**src/rtl/mult_div_unit.sv**
```systemverilog
// Iterative 32-cycle multiply/divide unit owning the HI/LO registers.
// Signed operations run on magnitudes and apply sign correction in a final FIX cycle.
module mult_div_unit #(
  parameter int WIDTH = 32
) (
  input  logic             clk,
  input  logic             rst,
  input  logic             start,
  input  logic [1:0]       op,
  input  logic [WIDTH-1:0] a,
  input  logic [WIDTH-1:0] b,
  input  logic             hi_we,
  input  logic             lo_we,
  input  logic [WIDTH-1:0] wdata,
  output logic             busy,
  output logic             done,
  output logic             div_zero,
  output logic [WIDTH-1:0] hi,
  output logic [WIDTH-1:0] lo
);

  typedef enum logic [1:0] {
    IDLE = 2'd0,
    RUN  = 2'd1,
    FIX  = 2'd2
  } state_t;

  localparam logic [5:0]         LAST_ITER = 6'(WIDTH - 1);
  localparam logic [WIDTH-1:0]   ONE_W     = {{(WIDTH-1){1'b0}}, 1'b1};
  localparam logic [2*WIDTH-1:0] ONE_2W    = {{(2*WIDTH-1){1'b0}}, 1'b1};

  function automatic logic [WIDTH-1:0] cneg_w(input logic [WIDTH-1:0] v, input logic en);
    return en ? (~v + ONE_W) : v;
  endfunction

  function automatic logic [2*WIDTH-1:0] cneg_2w(input logic [2*WIDTH-1:0] v, input logic en);
    return en ? (~v + ONE_2W) : v;
  endfunction

  state_t             state_r;
  logic [5:0]         cnt_r;
  // Upper half: product high / partial remainder; lower half: multiplier / quotient bits.
  logic [2*WIDTH-1:0] acc_r;
  logic [WIDTH-1:0]   opb_r;
  logic [WIDTH-1:0]   a_raw_r;
  logic               is_div_r;
  logic               q_neg_r;
  logic               r_neg_r;
  logic               dz_r;

  logic               a_neg_s;
  logic               b_neg_s;
  logic [WIDTH-1:0]   abs_a_s;
  logic [WIDTH-1:0]   abs_b_s;
  logic [WIDTH:0]     mul_sum_s;
  logic [WIDTH:0]     div_shift_s;
  logic [WIDTH:0]     div_trial_s;
  logic [2*WIDTH-1:0] acc_step_s;
  logic [2*WIDTH-1:0] prod_s;
  logic [WIDTH-1:0]   fix_hi_s;
  logic [WIDTH-1:0]   fix_lo_s;

  // Operand magnitudes and sign capture for the launch cycle.
  always_comb begin
    a_neg_s = ~op[0] & a[WIDTH-1];
    b_neg_s = ~op[0] & b[WIDTH-1];
    abs_a_s = cneg_w(a, a_neg_s);
    abs_b_s = cneg_w(b, b_neg_s);
  end

  // One shift-add or restoring-divide step per RUN cycle.
  always_comb begin
    mul_sum_s   = {1'b0, acc_r[2*WIDTH-1:WIDTH]} + {1'b0, opb_r};
    div_shift_s = {acc_r[2*WIDTH-1:WIDTH], acc_r[WIDTH-1]};
    div_trial_s = div_shift_s - {1'b0, opb_r};
    acc_step_s  = acc_r;
    if (is_div_r) begin
      if (div_trial_s[WIDTH] == 1'b0) begin
        acc_step_s = {div_trial_s[WIDTH-1:0], acc_r[WIDTH-2:0], 1'b1};
      end else begin
        acc_step_s = {div_shift_s[WIDTH-1:0], acc_r[WIDTH-2:0], 1'b0};
      end
    end else begin
      if (acc_r[0]) begin
        acc_step_s = {mul_sum_s, acc_r[WIDTH-1:1]};
      end else begin
        acc_step_s = {1'b0, acc_r[2*WIDTH-1:1]};
      end
    end
  end

  // Sign-corrected result; divide by zero bypasses correction and returns the raw dividend.
  always_comb begin
    prod_s   = cneg_2w(acc_r, q_neg_r);
    fix_hi_s = prod_s[2*WIDTH-1:WIDTH];
    fix_lo_s = prod_s[WIDTH-1:0];
    if (dz_r) begin
      fix_hi_s = a_raw_r;
      fix_lo_s = {WIDTH{1'b1}};
    end else if (is_div_r) begin
      fix_hi_s = cneg_w(acc_r[2*WIDTH-1:WIDTH], r_neg_r);
      fix_lo_s = cneg_w(acc_r[WIDTH-1:0], q_neg_r);
    end else begin
      fix_hi_s = prod_s[2*WIDTH-1:WIDTH];
      fix_lo_s = prod_s[WIDTH-1:0];
    end
  end

  // Control FSM with registered datapath and outputs.
  always_ff @(posedge clk or negedge rst) begin
    if (!rst) begin
      state_r  <= IDLE;
      cnt_r    <= 6'd0;
      acc_r    <= {(2*WIDTH){1'b0}};
      opb_r    <= {WIDTH{1'b0}};
      a_raw_r  <= {WIDTH{1'b0}};
      is_div_r <= 1'b0;
      q_neg_r  <= 1'b0;
      r_neg_r  <= 1'b0;
      dz_r     <= 1'b0;
      busy     <= 1'b0;
      done     <= 1'b0;
      div_zero <= 1'b0;
      hi       <= {WIDTH{1'b0}};
      lo       <= {WIDTH{1'b0}};
    end else begin
      case (state_r)
        IDLE: begin
          done <= 1'b0;
          if (start) begin
            state_r  <= RUN;
            cnt_r    <= 6'd0;
            acc_r    <= {{WIDTH{1'b0}}, abs_a_s};
            opb_r    <= abs_b_s;
            a_raw_r  <= a;
            is_div_r <= op[1];
            q_neg_r  <= a_neg_s ^ b_neg_s;
            r_neg_r  <= a_neg_s;
            dz_r     <= op[1] & (b == {WIDTH{1'b0}});
            busy     <= 1'b1;
            div_zero <= 1'b0;
          end else begin
            if (hi_we) begin
              hi <= wdata;
            end
            if (lo_we) begin
              lo <= wdata;
            end
          end
        end
        RUN: begin
          done  <= 1'b0;
          acc_r <= acc_step_s;
          cnt_r <= cnt_r + 6'd1;
          if (cnt_r == LAST_ITER) begin
            state_r <= FIX;
          end
        end
        FIX: begin
          hi       <= fix_hi_s;
          lo       <= fix_lo_s;
          done     <= 1'b1;
          busy     <= 1'b0;
          div_zero <= dz_r;
          cnt_r    <= 6'd0;
          state_r  <= IDLE;
        end
        default: begin
          state_r <= IDLE;
          cnt_r   <= 6'd0;
          busy    <= 1'b0;
          done    <= 1'b0;
        end
      endcase
    end
  end

endmodule

```
**config.mk**
```make
export PLATFORM = sky130hd
export DESIGN_NAME = mult_div_unit
export DESIGN_NICKNAME = d
export VERILOG_FILES = /design/src/rtl/mult_div_unit.sv
export SDC_FILE = /design/constraint.sdc
export NUM_CORES = 1
export LEC_CHECK = 0
export ABC_AREA = 1
export BUFFER_PORTS_ARGS = -buffer_cell sky130_fd_sc_hd__buf_2
export CAP_MARGIN = 15
export CORE_MARGIN = 2
export CORE_UTILIZATION = 25
export DETAILED_ROUTE_END_ITERATION = 16
export PLACE_DENSITY_LB_ADDON = 0.2
export SYNTH_ARGS = -nofsm -noshare
export SYNTH_HDL_FRONTEND = slang
export SYNTH_SLANG_ARGS = --single-unit
```
**constraint.sdc**
```tcl
create_clock -name clk -period 3.21 [get_ports clk]
set_input_delay 0.4815 -clock clk [delete_from_list [all_inputs] [get_ports clk]]
set_output_delay 0.4815 -clock clk [all_outputs]
set_load 0.005 [all_outputs]
```
---- Word-level counts from Yosys, hierarchy flattened ----
Index checks and enable logic that the tools add are counted.
word-level totals
  flip-flop bits (word level) ............. 207
  input port bits ......................... 103
  output and inout port bits .............. 67
  word-level logic and storage cells ...... 82
operators by class
  add/subtract/negate cells ............... 8
  eq/ne operators ......................... 8
  muxes and demuxes ....................... 30
  bitwise logic cells ..................... 11
  reductions and logical operators ........ 11
operator list
  operator                                       count
  2-to-1 mux 32 bit                              12
  2-to-1 mux 64 bit                              5
  adder 32 x 1 -> 32 bit, second input constant  4
  inverter 32 bit                                4
  case mux 32 bit (2 select lines)               2
  case mux 64 bit (2 select lines)               1
  adder 64 x 1 -> 64 bit, second input constant  1
  inverter 64 bit                                1
  adder 32 x 32 -> 33 bit                        1
  subtractor 33 x 32 -> 33 bit                   1
  zero test 32 bit                               1
  case mux 6 bit (2 select lines)                1
  inequality test 2 bit, second input constant   5
  AND reduction 2 bit                            5
  adder 6 x 1 -> 6 bit, second input constant    1
  == test 6 x 5 -> 1 bit, second input constant  1
  2-to-1 mux 6 bit                               1
  AND reduction 3 bit                            2
  2-to-1 mux 2 bit                               2
  case mux 1 bit (2 select lines)                2
  case mux 2 bit (2 select lines)                1
  nonzero test 2 bit                             2
  bitwise AND 1 bit                              3
  2-to-1 mux 1 bit                               3
  5 further kinds                                6

---- Depth between registers and ports, before layout ----
  word-level depth ........................ 6
  depth in mapped cells ................... 17
  mapped depth without buffers ............ 17

---- Worst setup path before layout ----
Ideal clock, no wire load.
  path kind ............................... register -> register
  start point ............................. reg acc_r[0]
  end point ............................... reg hi[16]
  library setup time ...................... 0.126 ns
  data arrival time ....................... 2.252 ns
  data required time ...................... 3.084 ns
  setup slack ............................. 0.833 ns
  stages on the path, launching flop included .. 16
  buffers on the path ..................... 2
  clock period less this slack ............ 2.377 ns
  path through ............................ dfrtp_1 > inv_1 > clkbuf_1 > clkbuf_1 > ha_1 > nand3_1 > nor2_2 > nand2_1 > inv_1 > nand2_1 > nand2_1 > nand3_1 > nand2_1 > nor2_1 > o21ai_0 > a21oi_1
between the ends
  longest elaborated chain between the ends .. 6
RTL lines
  what                              line  RTL
  from (decl)                       43    logic [2*WIDTH-1:0] acc_r;
  from (signal assigned)            114   acc_r <= {(2*WIDTH){1'b0}};
  from (signal assigned)            133   acc_r <= {{WIDTH{1'b0}}, abs_a_s};
  from (signal assigned)            153   acc_r <= acc_step_s;
  inverter 64 bit                   37    return en ? (~v + ONE_2W) : v;
  adder 64 x 1 -> 64 bit            37
  2-to-1 mux 64 bit                 37
  2-to-1 mux 32 bit                 100   end else if (is_div_r) begin
  2-to-1 mux 32 bit                 97    if (dz_r) begin
  case mux 32 bit (2 select lines)  127   case (state_r)
  to (signal assigned)              124   hi <= {WIDTH{1'b0}};
  to (signal assigned)              144   hi <= wdata;
  to (signal assigned)              160   hi <= fix_hi_s;
  to (decl)                         18    output logic [WIDTH-1:0] hi,
No other way between the ends.
A chain may end at the register's enable or synchronous reset.

---- Final worst setup path ----
  start point ............................. reg acc_r[31]
  end point ............................... reg acc_r[59]
between the ends
  longest elaborated chain between the ends .. 4
RTL lines
  what                              line  RTL
  subtractor 33 x 32 -> 33 bit      75    div_trial_s = div_shift_s - {1'b0, opb_r};
  2-to-1 mux 64 bit                 78    if (div_trial_s[WIDTH] == 1'b0) begin
  2-to-1 mux 64 bit                 77    if (is_div_r) begin
  case mux 64 bit (2 select lines)  127
No other way between the ends.

==> Flow_metrics.wiki <==
{| class="wikitable"
! Metric !! Value
|-
| Outcome || completed
|-
| Kind of end point of the critical path || flop
|-
| Site Rows || 100
|-
| Ys flop type || sky130_fd_sc_hd__dfrtp_1
|-
| Number of gates resized after cts || 0
|-
| Nets in the synthesized netlist || roughly 3.3k
|-
| Leakage power summed over all cells || 10.9 nW
|-
| Share of the clock period used by the worst path || between 90% and 100%
|-
| Maximum number of pins on one net before global-route repair || 94
|-
| Longest Clk Path Bufs || 3
|-
| Final routed wirelength across all metal layers || approximately 86 mm
|-
| Cell total after placement || between 4k and 5k
|-
| Clock slew at the register clock pins of the worst setup and hold paths || about 0.06 ns
|-
| Area Overhead vs Synth || 17.0%
|-
| Via count of the first global-routing pass || about 20k
|-
| Top fanout value on the critical path || 7
|-
| Starting Density || 25.3%
|-
| WP data required || 3.70 ns
|-
| Depth of the CTS H-tree || 1
|-
| Number of nets in the final layout || roughly 3.5k
|-
| Max incr delay on CP || 0.47 ns
|-
| Pwr per Cell Area || ~300 nW/um2
|-
| Core Box Area || 74400 um2
|-
| Cell area after technology mapping || between 15000 and 20000 um2
|-
| Die X || approximately 280 um
|-
| Count of buffers inserted at the top-level ports || around 170
|-
| Crit-path slowest cell || sky130_fd_sc_hd__fa_1
|-
| Number of setup violations in the final report || 0
|-
| Flip-flop and latch count after synthesis || slightly above 200
|-
| Non-filler instance count after layout || approximately 4.3k
|-
| Area of all placed cells without fillers || ~22000 um2
|-
| Largest vdd supply drop || around 420 uV
|-
| Cells along the critical path || inv_1 > ha_1 > fa_1 > o21ai_2 > nand2_2 > nand2_2 > nand2_2 > nand2_4 > nand2_4 > nand3_2 > nand3_1 > nand2_1 > nand2_1 > nand2_1 > nand2_1
|-
| Vias || ~21k
|-
| Max-Slew Margin vs Limit || a little over a third
|-
| Average wire per cell in the routed design || around 20 um
|-
| First DRT Iteration DRCs || ~2k
|-
| Worst hold slack || roughly 0.15 ns
|-
| Clock tree skew after final layout || approximately 0.031 ns
|-
| DP HPWL || 68.8 mm
|-
| Final min period || 2.93 ns
|-
| Syn. warnings || 0
|-
| Boundary pin count || 170
|-
| Clock insertion delay at the later pin of the skew report || 0.62 ns
|-
| Sum Neg Setup Slack || 0 ns
|-
| Mapped Cells || about 3.2k
|-
| Y dimension of the die || between 200 and 300 um
|-
| Unrepaired setup endpoints after global routing || no
|-
| Power after layout || between 0.006 and 0.007 W
|-
| Final Hold Violating Endpoints || 0
|-
| Highest clock rate || between 300 and 400 MHz
|-
| Standard cell area after detailed placement || 20900 um2
|-
| Detail-routed via count per cell || 4.88
|-
| Synthesized area per cell || about 6 um2
|-
| CP dominant cell by count || sky130_fd_sc_hd__nand2_1
|-
| Transition time at the pin with the least slew margin || between 0.9 and 1 ns
|-
| Yosys cell types || 58
|-
| Top Family by Delay on Critical Path || simple AND/OR/NAND/NOR gates
|-
| Type of the worst setup path || reg2reg
|-
| Overall die area || ~77000 um2
|-
| CTS tree || done
|-
| CTS sink count || between 200 and 250
|-
| Arrival time of data at the critical path endpoint || about 3.4 ns
|-
| Remaining DRCs || 0
|-
| Number of antenna violations at the first check in global routing || 3
|-
| Clock Root Buffer || sky130_fd_sc_hd__clkbuf_16
|-
| First-pass iteration count of the detailed router || 6
|-
| Fraction of registers with async set/reset || 100%
|-
| Number of buffers added by the clock tree synthesis step || 28
|-
| RD Place Congestion || between 0.9 and 1
|-
| Total track usage || between 20% and 30%
|-
| Sequential cell area fraction in the yosys report || roughly 28%
|-
| EDFF count, synth || 0
|-
| Worst Setup Start Kind || flop
|-
| Sum of buffers and inverters on the critical path || 1
|-
| Type of the most critical hold path || in2reg
|-
| Count of pins over their slew limit || 0
|-
| Aggregate global routing overflow || 0
|-
| Number of max-capacitance violations reported || 0
|-
| Wire length of the first global-routing pass || between 100 and 150 mm
|-
| Layout cells sized above 1 || between 10% and 20%
|-
| Count of antenna-violating nets left after detailed routing || 0
|}
==> cells in the final DEF, fill, tap and decap left out, types with 4 or more instances in the layout <==
| cell type | synthesis | layout |
|---|---|---|
| sky130_fd_sc_hd__nand2_4 | 5 | 6 |
| sky130_fd_sc_hd__o21ai_0 | 229 | 229 |
| sky130_fd_sc_hd__o21ai_1 | 11 | 10 |
| sky130_fd_sc_hd__diode_2 | 0 | 4 |
| sky130_fd_sc_hd__xor2_1 | 48 | 48 |
| sky130_fd_sc_hd__clkbuf_16 | 0 | 28 |
| sky130_fd_sc_hd__o22ai_1 | 5 | 5 |
| sky130_fd_sc_hd__buf_2 | 16 | 168 |
| sky130_fd_sc_hd__a22oi_1 | 5 | 5 |
| sky130_fd_sc_hd__nor2_1 | 425 | 421 |
| sky130_fd_sc_hd__bufinv_16 | 0 | 5 |
| sky130_fd_sc_hd__o31ai_1 | 4 | 4 |
| sky130_fd_sc_hd__o21ai_2 | 3 | 4 |
| sky130_fd_sc_hd__nor4_1 | 5 | 5 |
| sky130_fd_sc_hd__nand2_1 | 960 | 959 |
| sky130_fd_sc_hd__nand3b_1 | 18 | 18 |
| sky130_fd_sc_hd__nand3_1 | 207 | 207 |
| sky130_fd_sc_hd__o21bai_1 | 9 | 9 |
| sky130_fd_sc_hd__nor2_2 | 6 | 9 |
| sky130_fd_sc_hd__clkbuf_8 | 0 | 6 |
| sky130_fd_sc_hd__nor3_1 | 23 | 23 |
| sky130_fd_sc_hd__ha_1 | 69 | 69 |
| sky130_fd_sc_hd__a31oi_1 | 6 | 6 |
| sky130_fd_sc_hd__inv_1 | 371 | 368 |
| sky130_fd_sc_hd__nand2_2 | 24 | 24 |
| sky130_fd_sc_hd__inv_2 | 7 | 10 |
| sky130_fd_sc_hd__nand4_1 | 22 | 22 |
| sky130_fd_sc_hd__clkinvlp_4 | 0 | 8 |
| sky130_fd_sc_hd__buf_4 | 3 | 56 |
| sky130_fd_sc_hd__xnor2_1 | 15 | 15 |
| sky130_fd_sc_hd__buf_12 | 2 | 5 |
| sky130_fd_sc_hd__a21oi_1 | 322 | 322 |
| sky130_fd_sc_hd__dfrtp_1 | 207 | 206 |
==> worst reg2reg max path, cell delays in order, from the launching register on <==
cell,delay (ns)
sky130_fd_sc_hd__dfrtp_1,0.38
sky130_fd_sc_hd__inv_1,0.13
sky130_fd_sc_hd__ha_1,0.27
sky130_fd_sc_hd__fa_1,0.47
sky130_fd_sc_hd__o21ai_2,0.30
sky130_fd_sc_hd__nand2_2,0.08
sky130_fd_sc_hd__nand2_2,0.12
sky130_fd_sc_hd__nand2_2,0.08
sky130_fd_sc_hd__nand2_4,0.08
sky130_fd_sc_hd__nand2_4,0.07
sky130_fd_sc_hd__nand3_2,0.12
sky130_fd_sc_hd__nand3_1,0.30
sky130_fd_sc_hd__nand2_1,0.19
sky130_fd_sc_hd__nand2_1,0.11
sky130_fd_sc_hd__nand2_1,0.08
sky130_fd_sc_hd__nand2_1,0.05
==> path summary, 6_finish.rpt <==
kind | depth (start not counted) | to | slack [ns] | startpoint
min in group asynchronous | 2 | lo[16]$_DFFE_PN0P_ | 0.39 | rst
max reg2reg | 15 | acc_r[59]$_DFFE_PN0P_ | 0.28 | acc_r[31]$_DFFE_PN0P_
max | 15 | acc_r[59]$_DFFE_PN0P_ | 0.28 | acc_r[31]$_DFFE_PN0P_
max in group asynchronous | 3 | acc_r[38]$_DFFE_PN0P_ | 1.91 | rst
min | 3 | lo[2]$_DFFE_PN0P_ | 0.15 | wdata[2]
min reg2reg | 1 | state_r[1]$_DFFE_PN0P_ | 0.46 | cnt_r[5]$_DFFE_PN0N_
==> cell usage after synthesis, types with 4 or more instances <==
cell type,n,area [um2]
sky130_fd_sc_hd__a31oi_1,6,37.5
sky130_fd_sc_hd__a21oi_1,322,1610
sky130_fd_sc_hd__nand2_2,24,150
sky130_fd_sc_hd__a22oi_1,5,37.5
sky130_fd_sc_hd__o31ai_1,4,30.0
sky130_fd_sc_hd__clkbuf_1,80,300
sky130_fd_sc_hd__dfrtp_1,207,5180
sky130_fd_sc_hd__nand2_4,5,56.3
sky130_fd_sc_hd__buf_2,16,80.1
sky130_fd_sc_hd__nor3_1,23,115
sky130_fd_sc_hd__nand3b_1,18,135
sky130_fd_sc_hd__xnor2_1,15,131
sky130_fd_sc_hd__nor2_2,6,37.5
sky130_fd_sc_hd__o21ai_0,229,1150
sky130_fd_sc_hd__inv_2,7,26.3
sky130_fd_sc_hd__o21bai_1,9,67.6
sky130_fd_sc_hd__inv_1,371,1390
sky130_fd_sc_hd__ha_1,69,863
sky130_fd_sc_hd__nand3_1,207,1040
sky130_fd_sc_hd__buf_1,7,26.3
sky130_fd_sc_hd__nor2_1,425,1600
sky130_fd_sc_hd__o21ai_1,11,55.1
sky130_fd_sc_hd__o22ai_1,5,31.3
sky130_fd_sc_hd__nand2_1,960,3600
sky130_fd_sc_hd__nand4_1,22,138
sky130_fd_sc_hd__xor2_1,48,420
sky130_fd_sc_hd__nor4_1,5,31.3
==> power by group <==
group	internal [W]	total [W]	leakage, nW	switching, W
clock	0.00215	0.00360	0.482	0.00145
combinational	0.000150	0.000419	7.97	0.000269
sequential	0.00265	0.00268	2.45	0.0000299
total	0.00495	0.00670	10.9	0.00175
==> layer usage <==
| layer | vias to the layer above | share of wire [%] | GRT usage (%) |
|---|---|---|---|
| met1 | 9855 | 47 | 31.7 |
| met3 | 87 | 6.4 | 3.01 |
| met5 | - | 0 | 0 |
| met4 | 0 | 2.2 | 5.23 |
| met2 | 628 | 44 | 33.9 |
| li1 | 10400 | - | - |
==> what timing repair did <==
action                    in CTS  in global routing
hold endpoints to repair      53                  0
setup buffers                  0                  0
hold buffers                   1                  0
==> sequential cells by signal, indices dropped and copies added, names as in the netlist, 2 cells and up <==
signal and count:
hi 32, lo 32, cnt_r 6, acc_r 64, a_raw_r 32, state_r 2, opb_r 32
==> cells by family (layout without fill, tap and decap cells) <==
| kind of cell | Yosys count | count (layout) | share of synthesized area, % |
|---|---|---|---|
| flip-flops | 207 | 207 | 27.5 |
| adder cells (fa/ha/maj) | 71 | 71 | 4.80 |
| XOR/XNOR | 63 | 63 | 2.93 |
| AND/OR/NAND/NOR | 1711 | 1711 | 37.4 |
| buffers and inverters | 490 | 663 | 10.2 |
| other | 0 | 4 | 0 |
| AO/OA/AOI/OAI | 616 | 616 | 17.2 |
==> through the flow <==
stage               setup WS [ns]  util (%)
floorplan                   0.833         -
finish                      0.275      29.6
detailed placement          0.316      28.1
global route               0.0583      29.6
CTS                         0.285      29.6
global placement            0.275      28.1
==> cell type report <==
type / instances / area (um2)
timing repair buffer: 231 / 1390
inverter: 380 / 1430
multi-input combinational: 2461 / 11700
clock inverter: 16 / 254
tap: 969 / 1210
clock buffer: 36 / 791
fill: 8540 / 52400
antenna: 4 / 10.0
sequential: 207 / 5180
Note: power is estimated with default switching activity, not from simulation.
